===== config.mk =====
export PLATFORM = sky130hd
export DESIGN_NAME = fd_hazard_controller
export DESIGN_NICKNAME = d
export VERILOG_FILES = /design/src/rtl/fd_hazard_controller.sv
export SDC_FILE = /design/constraint.sdc
export NUM_CORES = 1
export LEC_CHECK = 0
export BUFFER_PORTS_ARGS = -buffer_cell sky130_fd_sc_hd__buf_2
export CORE_MARGIN = 5
export CORE_UTILIZATION = 40
export CTS_BUF_LIST = sky130_fd_sc_hd__clkbuf_16
export DETAILED_ROUTE_END_ITERATION = 6
export PLACE_DENSITY = 0.75
export SLEW_MARGIN = 25
export SYNTH_ARGS = -nofsm -noshare
export SYNTH_HDL_FRONTEND = slang
export SYNTH_SLANG_ARGS = --single-unit
export TNS_END_PERCENT = 100

===== constraint.sdc =====
create_clock -name clk -period 1.5 [get_ports clk]
set_input_delay 0.075 -clock clk [delete_from_list [all_inputs] [get_ports clk]]
set_output_delay 0.075 -clock clk [all_outputs]
set_load 0.02 [all_outputs]

===== src/rtl/fd_hazard_controller.sv =====
// Fetch/decode hazard sequencer: PC/F-D enables, F-D flush, D-E bubble, EX hold.
// Optional perf counters enabled by defining HAZARD_PERF_CNT_EN.
module fd_hazard_controller #(
    parameter int REG_ADDR_W    = 5,
    parameter int MULDIV_CYCLES = 4,
    parameter int WAIT_TIMEOUT  = 255,
    parameter int CNT_W         = 16
) (
    input  logic                  clk,
    input  logic                  rst,
    input  logic                  imem_ready,
    input  logic [REG_ADDR_W-1:0] id_rs,
    input  logic [REG_ADDR_W-1:0] id_rt,
    input  logic                  id_uses_rt,
    input  logic                  ex_mem_read,
    input  logic [REG_ADDR_W-1:0] ex_rd,
    input  logic                  ex_branch_taken,
    input  logic                  ex_muldiv_start,
    output logic                  pc_load_enable,
    output logic                  fd_load_enable,
    output logic                  fd_flush,
    output logic                  de_bubble,
    output logic                  ex_hold,
    output logic                  fetch_timeout,
    output logic [CNT_W-1:0]      stall_cycles,
    output logic [CNT_W-1:0]      flush_count
);

    localparam int MD_W = (MULDIV_CYCLES > 2) ? $clog2(MULDIV_CYCLES) : 1;
    localparam int WT_W = $clog2(WAIT_TIMEOUT + 1);

    typedef enum logic [1:0] {
        RUN       = 2'd0,
        IMEM_WAIT = 2'd1,
        MULDIV    = 2'd2
    } state_t;

    state_t          state, state_n;
    logic [MD_W-1:0] md_cnt, md_cnt_n;
    logic [WT_W-1:0] wait_cnt, wait_cnt_n;
    logic            timeout_n;
    logic            load_use;

    assign load_use = ex_mem_read && (ex_rd != '0) &&
                      ((ex_rd == id_rs) || (id_uses_rt && (ex_rd == id_rt)));

    always_ff @(posedge clk or negedge rst) begin
        if (!rst) begin
            state         <= RUN;
            md_cnt        <= '0;
            wait_cnt      <= '0;
            fetch_timeout <= 1'b0;
        end else begin
            state         <= state_n;
            md_cnt        <= md_cnt_n;
            wait_cnt      <= wait_cnt_n;
            fetch_timeout <= timeout_n;
        end
    end

    always_comb begin
        pc_load_enable = 1'b1;
        fd_load_enable = 1'b1;
        fd_flush       = 1'b0;
        de_bubble      = 1'b0;
        ex_hold        = 1'b0;
        state_n        = state;
        md_cnt_n       = md_cnt;
        wait_cnt_n     = wait_cnt;
        timeout_n      = fetch_timeout;

        unique case (state)
            MULDIV: begin
                if (md_cnt == '0) begin
                    state_n = RUN;
                end else begin
                    pc_load_enable = 1'b0;
                    fd_load_enable = 1'b0;
                    ex_hold        = 1'b1;
                    md_cnt_n       = md_cnt - 1'b1;
                end
            end
            default: begin
                if (ex_branch_taken) begin
                    fd_flush   = 1'b1;
                    de_bubble  = 1'b1;
                    wait_cnt_n = '0;
                    state_n    = RUN;
                end else if (ex_muldiv_start) begin
                    pc_load_enable = 1'b0;
                    fd_load_enable = 1'b0;
                    ex_hold        = 1'b1;
                    md_cnt_n       = MD_W'(MULDIV_CYCLES - 2);
                    wait_cnt_n     = '0;
                    state_n        = MULDIV;
                end else begin
                    if (load_use || !imem_ready) begin
                        pc_load_enable = 1'b0;
                        fd_load_enable = 1'b0;
                        de_bubble      = 1'b1;
                    end
                    // wait tracking continues underneath a load-use stall
                    if (!imem_ready) begin
                        state_n = IMEM_WAIT;
                        if (state == RUN) begin
                            wait_cnt_n = WT_W'(1);
                        end else if (wait_cnt == WT_W'(WAIT_TIMEOUT)) begin
                            timeout_n = 1'b1;
                        end else begin
                            wait_cnt_n = wait_cnt + 1'b1;
                        end
                    end else begin
                        wait_cnt_n = '0;
                        state_n    = RUN;
                    end
                end
            end
        endcase

        if (!rst) begin
            pc_load_enable = 1'b0;
            fd_load_enable = 1'b0;
            fd_flush       = 1'b0;
            de_bubble      = 1'b1;
            ex_hold        = 1'b0;
        end
    end

`ifdef HAZARD_PERF_CNT_EN
    always_ff @(posedge clk or negedge rst) begin
        if (!rst) begin
            stall_cycles <= '0;
            flush_count  <= '0;
        end else begin
            if (!pc_load_enable) stall_cycles <= stall_cycles + 1'b1;
            if (fd_flush)        flush_count  <= flush_count + 1'b1;
        end
    end
`else
    assign stall_cycles = '0;
    assign flush_count  = '0;
`endif

endmodule

Word level (Yosys, flattened, before mapping)
Index checks and enable logic that the tools add are counted.
- register bits after elaboration: 13
- output and inout bits: 38
- logic and storage cells: 65
- add/sub/neg operators: 2
- eq/ne operators: 8
- muxes and demuxes: 33
- bitwise operators: 5
- reduce and logical (&&, ||, !) cells: 13
- operator list (cell ; number):
    two-way mux 8 bit ; 5
    two-way mux 1 bit ; 20
    two-way mux 2 bit ; 8
    == test 5 bit ; 2
    adder 8 x 1 -> 8 bit (second input constant) ; 1
    == test 8 bit (second input constant) ; 1
    AND reduction 6 bit ; 1
    != test 5 bit (second input constant) ; 1
    NOT 1 bit ; 5
    nonzero test 5 bit ; 1
    logical NOT 2 bit ; 2
    != test 2 bit (second input constant) ; 2
    logical AND 1 bit ; 3
    AND reduction 3 bit ; 1
    == test 2 bit (second input constant) ; 1
    logical OR 1 bit ; 2
    != test 2 x 1 -> 1 bit (second input constant) ; 1
    AND reduction 2 bit ; 1
    nonzero test 2 bit ; 1
    subtractor 2 x 1 -> 2 bit (second input constant) ; 1
    logical NOT 1 bit ; 1

Longest topological paths before layout
Gate-level depths: netlist (run 1).
- word-level depth: 10
- depth in mapped cells: 6
- mapped depth without buffers: 5

Least setup slack after synthesis (run 1)
OpenSTA, ideal clock, no wires.
- path type: reg-to-output
- from: register state[0]
- to: output pc_load_enable
- data arrival time: 1575 ps
- required time: 1425 ps
- slack: -150 ps
- stages on the path, launching flop included: 7
- buffers on the path: 2
- path through: dfrtp_1 > nor2b_1 > buf_4 > mux2_2 > a22o_1 > a21o_1 > buf_4
- cells in the longest elaborated chain, start to end: 3
- ends and longest elaborated chain (what ; RTL line ; source):
    from (decl) ; 38 ; state_t state, state_n;
    from (signal assigned) ; 54 ; state <= state_n;
    == test 2 bit ; - ;
    two-way mux 1 bit (2 in series) ; - ;
    to (decl) ; 19 ; output logic pc_load_enable,
Every way passes these cells.

Worst setup path in the final report (run 1)
- from: register state[0]
- to: output fd_load_enable
- cells in the longest elaborated chain, start to end: 3
- ends and longest elaborated chain (what ; RTL line ; source):
    == test 2 bit ; 72 ; unique case (state)
    two-way mux 1 bit ; 72 ;
    two-way mux 1 bit ; 120 ; if (!rst) begin
    to (decl) ; 20 ; output logic fd_load_enable,
Every way passes these cells.

==> flow_summary.ini, run 1 <==
[clock_tree]
clock-sinks = 13
clk_latency_ns = 0.24
cts_tree = yes
htreeDepth = 1
clkTransAtPathRegs_ns = 0.04
cts_root_buf = clkbuf_16
clk_path_buf_depth = 2
cts_buffers = 3

[route]
vias_per_cell = 4.70
first_pass_iters = 4
antenna_left = 0
routed_wl_um = 2590
num_vias = 959
drcViolationCount = 0
dr.first_iter.drc_count = 16
wl_per_cell_um = 12.7

[global_routing]
grt_pass1_wl_um = 3970
overflow = 0
antenna_found_initial = 0
grt_pass1_vias = 862
grt_use_total = 0.124
grt_start_max_net_pins = 10

[worst_setup_path]
crit_buf_inv = 1
cp.arrival_ns = 1.62
crit_family = flip-flops
end_kind = primary output
start_kind = flip-flop
required_ns = 1.42
critPathMaxStageDelay_ns = 0.39
critical_path_peak_fanout = 2
cpMaxStageDelayCell = dfrtp_1
r2r_cells = 4
crit_chain = nor2b_2 -> mux2_4 -> a22o_1 -> a21o_1 -> buf_2
timing_worst_setup_path_type = reg -> out
cp_num_cells = 5

[sta]
fin_crit_sh = 1.13
min_period_ns = 1.69
maxSlewViolCount = 0
clock_skew_ns = 0.00122
setup_slack_ns = -0.193
rsz0062_at_grt = yes
hold_slack_ns = -0.0114
setup_viol = 7
fmax_mhz = 591
finalHoldViolCount = 8

[hold_path]
min_path_type = in -> async

[logic_synthesis]
async_flop_share = 1.00
synth_edf_count = 0
ys_seq_area_frac = 0.287
netlist.area_leader.share = 0.287
synthesis.area_mm2 = 0.00113
synthTopCellsByArea = dfrtp_1, buf_4, xor2_1
yosys.area.top_type = dfrtp_1
ys_warn_count = 0
synth_commonest_cells = buf_4, dfrtp_1, nor2_1
syn_area_per_cell_um2 = 8.58
synthFlopType = dfrtp_1
ys_types = 42
yosysMostFrequentCell = buf_4
syn_inst = 132
synth_seq_cells = 13

[layout]
final_nets = 198
drive_gt1_frac = 0.370
area_growth_pct = 28.2
layout.cells.non_filler = 204
fillCellCount = 228
antenna_cells = 0
final_util = 0.531

[floorplanning]
fp.dieH_um = 63.2
initial_core_util = 0.414
die_area_mm2 = 0.00399
rows = 19
core_area_mm2 = 0.00273
die_x_um = 63.2
pin_count = 60

[power]
power_per_cell_area_mw_per_mm2 = 1250
ir_worst_vdd_uv = 1190
comb_power_share = 0.487
switching_share = 0.347
p_int_mw = 1.19
p_seq_frac = 0.236
leakagePower_nw = 0.760
p_sw_uw = 631
clockPowerShare = 0.276

[flow_run]
cap_viol_max_count = 0

[status]
status = finished, violations left
violations = hold timing, setup timing

[place]
routabilityCongestion = 0.888
post-place-cells = 193
place_hpwl_um = 1920
port-buffer-count = 27
-- state kept, by name (all words and copies together), names as in the netlist --
| signal | flops |
|---|---|
| fetch_timeout | 1 |
| md_cnt | 2 |
| state | 2 |
| wait_cnt | 8 |
-- kinds of logic after synthesis --
kind of cell / Yosys count / share of synthesized area
compound gates: 28 / 0.178
buf+inv: 41 / 0.251
xor+xnor: 10 / 0.0774
other cells: 1 / 0.00331
mux: 2 / 0.0188
fa+ha+maj: 2 / 0.0221
flops: 13 / 0.287
simple gates: 35 / 0.162
-- final cells by class --
class / count / area, µm² / area share
flip-flops and latches: 13 / 325 / 0.224
well taps: 31 / 38.8 / 0.0267
inverters: 4 / 15.0 / 0.0103
multi-input cells: 109 / 709 / 0.489
repair buffers: 43 / 284 / 0.196
clock inverters: 1 / 3.75 / 0.00259
clock buffers: 3 / 75.1 / 0.0517
-- metal layers --
metal  vias up  share of wire  global-route usage
met5         -              0                   0
met4         0          0.012              0.0468
met3         3          0.037              0.0284
met2        18           0.55               0.208
met1       452           0.40               0.152
li1        486              -                   -
-- through the flow --
step	setup WS [ns]	power, mW	setup TNS (ns)	hold WS [ns]	instance area (µm²)
6_report	-0.193	1.82	-0.835	-0.0114	1450
5_1_grt	-0.259	1.93	-1.33	0.0211	1450
4_1_cts	-0.194	1.78	-0.792	0.186	1430
3_5_place_dp	0.0232	1.05	0	-0.0489	1220
3_3_place_gp	0.0540	1.04	0	-0.0424	1220
2_1_floorplan	-0.0991	0.928	-0.0991	-0.221	1260
-- power groups by stage --
stage / Combinational [mW] / Clock (mW) / Sequential [mW]
floorplan: 0.498 / 0 / 0.430
global placement: 0.610 / 0 / 0.429
detailed placement: 0.618 / 0 / 0.430
CTS: 0.841 / 0.512 / 0.427
global route: 0.968 / 0.532 / 0.432
finish: 0.885 / 0.502 / 0.429
-- cell usage in the layout (no fill, tap or decap), drive strengths merged, types with 3 or more instances in the layout --
master / count
conb: 32
a21o: 3
nor3: 4
dfrtp: 13
inv: 5
a31oi: 5
nand3: 3
a21oi: 4
clkbuf: 3
xor2: 9
nor2: 10
nand2: 5
buf: 42
o21ai: 3
-- what timing repair did --
item / 4_1_cts / 5_1_grt
endpoints found under the hold margin: 13 / 0
buffers inserted: 6 / 0
gates resized for setup: 16 / 6
endpoints found under the setup margin: 5 / 11
hold buffers: 1 / 0
pin swaps: 3 / 0
-- path summary, 6_finish.rpt --
kind                                       end  slack (ns)          start
worst min register to register   fetch_timeout        0.47  fetch_timeout
max in group asynchronous          wait_cnt[7]        1.07            rst
worst max-delay path            fd_load_enable       -0.19       state[0]
min in group clk                      state[0]        0.20     imem_ready
worst max register to register     wait_cnt[6]       -0.05       state[0]
worst min-delay path                  state[1]       -0.01            rst
-- worst register-to-register path: stages, from the launching register on --
cell	delay (ns)
dfrtp_1	0.36
buf_4	0.12
or4b_4	0.50
or4_1	0.41
nand3_1	0.09
Note: power is estimated with default switching activity, not from simulation.
==> run 2, diff against run 1 <==
ABC_AREA = 1   (was not set)
PLACE_DENSITY = 0.74   (was 0.75)
==> run 2 against run 1 <==
  * The run now ends clean
  * Synthesized cell count up 39%
  * Power up 3.6%
  * Maximum frequency up 16%
  * Combinational power up 6.1%
  * Clock-buffer cell count unchanged
  * Highest routed layer unchanged
  * Clock power up 2%
  * Setup slack better by 0.23 ns
  * Largest power group unchanged
  * Critical path depth up 1
  * First-iteration DRC count up 110%
==> flow_summary.ini, run 2 <==
[route]
antenna_left = 0
drcViolationCount = 0
routed_wl_um = 2830
wl_per_cell_um = 10.5
first_pass_iters = 4
vias_per_cell = 4.24
dr.first_iter.drc_count = 34
num_vias = 1140

[sta]
tns_ns = 0
rsz0062_at_grt = yes
hold_slack_ns = 0.165
maxSlewViolCount = 0
fin_crit_sh = 0.976
clock_skew_ns = 0.000844
fmax_mhz = 683
finalHoldViolCount = 0
setup_viol = 0
min_period_ns = 1.46

[worst_setup_path]
end_kind = primary output
reg2reg_from = state[0]
start_kind = flip-flop
crit_path_start = state[0]
critical_path_peak_fanout = 5
r2r_cells = 9
required_ns = 1.42
rrSetupSlack_ns = 0.10
worstReg2RegEnd = wait_cnt[4]
timing_worst_setup_path_type = reg -> out
cp.arrival_ns = 1.39

[hold_path]
min-delay-start = imem_ready
worstHoldPathCells = 4
hold_end = state[0]
min_path_type = in -> reg

[clock_tree]
htreeDepth = 1
cts_buffers = 3
cts_tree = yes
clkTransAtPathRegs_ns = 0.05
clk_path_buf_depth = 2
clock-sinks = 13
cts_root_buf = clkbuf_16
clk_latency_ns = 0.24

[logic_synthesis]
syn_area_per_cell_um2 = 6.76
ys_warn_count = 0
async_flop_share = 1.00
synth_commonest_cells = nand2_1, buf_4, inv_1
synth-compound-area-share = 0.0885
yosys.area.top_type = dfrtp_1
synth_seq_cells = 13
netlist.area_leader.share = 0.262
synthesis.area_mm2 = 0.00124
synth_xor_area_frac = 0.00704
yosys.area_share.adder = 0.0201
synth_simple_gate_area_frac = 0.313
synthTopCellsByArea = dfrtp_1, buf_4, nand2_1
ys_types = 28
synth.mux.area_fraction = 0
ys_seq_area_frac = 0.262
syn_inst = 184
synth_edf_count = 0
synth_top_family_by_area = simple AND/OR/NAND/NOR gates
yosysMostFrequentCell = nand2_1
synthFlopType = dfrtp_1

[floorplanning]
fp.dieH_um = 65.8
rows = 20
initial_core_util = 0.411
pin_count = 60
die_x_um = 65.8
core_area_mm2 = 0.00303
die_area_mm2 = 0.00432

[place]
port-buffer-count = 27
post-place-cells = 254
routabilityCongestion = 1.00
place_hpwl_um = 2090

[layout]
final_cell_mix = nand2_1, conb_1, inv_1
largest_registers = wait_cnt (8), md_cnt (2), state (2)
final_common_cell = nand2_1
layout.cells.non_filler = 269
antenna_cells = 0
largest_register = wait_cnt
final_nets = 250
largest_reg_flops = 8
fillCellCount = 302
area_growth_pct = 23.1
drive_gt1_frac = 0.293

[global_routing]
grt_pass1_vias = 998
grt_start_max_net_pins = 10
grt_pass1_wl_um = 4290
grt_use_total = 0.128
antenna_found_initial = 0
overflow = 0

[status]
status = finished clean

[power]
total_power_mw = 1.88
p_seq_frac = 0.229
leakagePower_nw = 0.846
switching_share = 0.397
p_sw_uw = 747
comb_power_share = 0.499
power_per_cell_area_mw_per_mm2 = 1230
ir_worst_vdd_uv = 862
clockPowerShare = 0.272
p_int_mw = 1.13

[flow_run]
cap_viol_max_count = 0
-- run 2: changes by cell type after synthesis, sizes merged, moves of 4 or more --
cell,before,now
inv,4,35
xor2,9,0
nand3,3,12
nor2,10,19
a31oi,5,1
nand2,5,45
o21ai,3,8
-- run 2: worst max-delay path by stage --
stage                     endpoint  slack, ns
finish              pc_load_enable       0.04
global route        fd_load_enable      -0.04
CTS                 pc_load_enable     0.0002
detailed placement     wait_cnt[5]       0.16
global placement           ex_hold       0.17
floorplan           pc_load_enable       0.02
-- run 2: repair_timing --
action                     4_1_cts  5_1_grt
hold buffers                     1        0
gates resized for setup          8        8
pin swaps                        1        4
buffers inserted                 4        6
cloned                           0        0
setup endpoints to repair        3        5
hold endpoints to repair        13        0
-- run 2: power groups by stage --
stage / clock, mW / combinational (mW) / sequential, mW
4_1_cts: 0.517 / 0.819 / 0.423
3_5_place_dp: 0 / 0.654 / 0.429
5_1_grt: 0.535 / 1.05 / 0.435
3_3_place_gp: 0 / 0.644 / 0.427
6_report: 0.511 / 0.939 / 0.431
2_1_floorplan: 0 / 0.569 / 0.427
-- run 2: critical path, cell delays in order (launching register included) --
cell and delay (ns):
dfrtp_2 0.43, nor2_4 0.19, nand2_1 0.08, nand2_1 0.07, inv_1 0.05, a21oi_2 0.16, buf_4 0.16
-- run 2: kinds of logic after synthesis --
group	count (synthesis)
buf+inv	68
simple gates	80
xor+xnor	1
other cells	1
flops	13
fa+ha+maj	2
compound gates	19
-- run 2: layer usage --
metal	part of all wire	global-route usage	wire, µm	up-vias
met5	0	0	0	-
met4	0.0095	0.0415	27	0
met3	0.068	0.0325	193	4
met2	0.51	0.219	1440	41
met1	0.41	0.154	1180	516
li1	-	-	-	579
-- run 2: stage by stage --
step	instance area (µm²)	setup slack, ns	util
2_1_floorplan	1360	0.0234	-
3_3_place_gp	1310	0.169	0.433
3_5_place_dp	1310	0.160	0.433
4_1_cts	1460	0.000160	0.483
5_1_grt	1530	-0.0363	0.506
6_report	1530	0.0366	0.506
-- run 2: layout make-up --
type / instances / area [µm²] / share of cell area
timing repair buffer: 39 / 239 / 0.156
multi-input combinational: 134 / 694 / 0.453
clock inverter: 1 / 5.00 / 0.00327
tap: 44 / 55.1 / 0.0359
sequential: 13 / 327 / 0.213
inverter: 35 / 136 / 0.0891
clock buffer: 3 / 75.1 / 0.0490
==> run 3, diff against run 2 <==
MAX_ROUTING_LAYER = met4   (was not set)
==> run 3 against run 2 <==
  * Die area did not move
  * Clock skew up 0.0030 ns
  * Critical path type unchanged
  * Highest routed layer unchanged
  * Largest cell class unchanged
  * Critical path depth rose by 1
==> flow_summary.ini, run 3 (synthesis results as in run 2) <==
[sta]
min_period_ns = 1.49
maxSlewViolCount = 0
clock_skew_ns = 0.00385
fmax_mhz = 673
setup_viol = 0
hold_slack_ns = 0.180
rsz0062_at_grt = yes
finalHoldViolCount = 0
fin_crit_sh = 0.991

[clock_tree]
clkTransAtPathRegs_ns = 0.05
cts_buffers = 3
clk_latency_ns = 0.24
cts_root_buf = clkbuf_16
cts_tree = yes
clock-sinks = 13
htreeDepth = 1
clk_path_buf_depth = 2

[layout]
final_common_cell = nand2_1
layout.cells.non_filler = 262
final_cell_mix = nand2_1, conb_1, inv_1
drive_gt1_frac = 0.271
final_nets = 243
largest_reg_flops = 8
area_growth_pct = 19.2
largest_register = wait_cnt
largest_registers = wait_cnt (8), md_cnt (2), state (2)
antenna_cells = 0
fillCellCount = 318
stdcell_area_mm2 = 0.00148

[floorplanning]
rows = 20
die_area_mm2 = 0.00432
core_area_mm2 = 0.00303
pin_count = 60
fp.dieH_um = 65.8
initial_core_util = 0.411
die_x_um = 65.8

[route]
wl_per_cell_um = 9.80
dr.first_iter.drc_count = 26
antenna_left = 0
routed_wl_um = 2570
num_vias = 1086
vias_per_cell = 4.15
drcViolationCount = 0
first_pass_iters = 4

[global_routing]
overflow = 0
grt_start_max_net_pins = 11
grt_use_total = 0.123
grt_pass1_vias = 920
grt_pass1_wl_um = 4100
antenna_found_initial = 0

[place]
port-buffer-count = 27
place_hpwl_um = 2100
dpl_cell_area_mm2 = 0.00131
routabilityCongestion = 1.05
post-place-cells = 254

[power]
ir_worst_vdd_uv = 1000
power_per_cell_area_mw_per_mm2 = 1210
leakagePower_nw = 0.808

[worst_setup_path]
critical_path_peak_fanout = 5
start_kind = flip-flop
end_kind = primary output
timing_worst_setup_path_type = reg -> out
required_ns = 1.42
cp.arrival_ns = 1.41

[flow_run]
cap_viol_max_count = 0

[status]
status = finished clean

[hold_path]
min_path_type = in -> async
-- run 3: layer usage --
metal  vias up  global-route usage  share of wire
li1        567                   -              -
met1       484               0.153           0.44
met2        33               0.208           0.50
met3         2              0.0308          0.054
met4         0              0.0155         0.0070
met5         -                   -              0
-- run 3: through the flow --
step / power (mW) / TNS, ns / utilization / worst slack [ns]
floorplan: 0.997 / 0 / - / 0.0234
global placement: 1.07 / 0 / 0.433 / 0.181
detailed placement: 1.08 / 0 / 0.433 / 0.136
CTS: 1.67 / 0 / 0.474 / 0.000147
global route: 1.92 / -0.125 / 0.490 / -0.0500
finish: 1.79 / 0 / 0.490 / 0.0133
-- run 3: cell type report --
cell class              count  area [µm²]  share of cell area
multi-input cells         134         697               0.470
flip-flops and latches     13         325               0.219
repair buffers             32         186               0.126
inverters                  35         139              0.0937
clock buffers               3        75.1              0.0506
well taps                  44        55.1              0.0371
clock inverters             1        5.00             0.00338
-- run 3: where the power goes --
group / switching [mW] / internal (mW) / leakage (nW) / total (mW)
clock: 0.147 / 0.354 / 0.0409 / 0.501
combinational: 0.540 / 0.323 / 0.594 / 0.863
sequential: 0.0277 / 0.403 / 0.174 / 0.430
-- run 3: repair_timing --
item,in CTS,in global routing
endpoints found under the setup margin,3,7
hold buffers,1,0
resized for setup,8,11
hold endpoints to repair,13,0
pin swaps,1,3
setup buffers,0,3
-- run 3: critical path: stages, from the launching register on --
cell and delay (ns):
dfrtp_1 0.37, inv_2 0.06, nor2_4 0.17, clkinv_4 0.11, nor2_4 0.14, a31oi_4 0.05, nor2_2 0.13, buf_6 0.13
-- run 3: path summary, 6_finish.rpt --
check,start,to,slack [ns],cells past startpoint
min in group clk,imem_ready,state[0],0.18,4
setup reg to reg,wait_cnt[0],wait_cnt[5],0.15,8
max in group asynchronous,rst,wait_cnt[6],0.97,3
hold / removal,rst,wait_cnt[2],0.18,2
hold reg to reg,fetch_timeout,fetch_timeout,0.48,1
setup / recovery,state[1],ex_hold,0.01,7
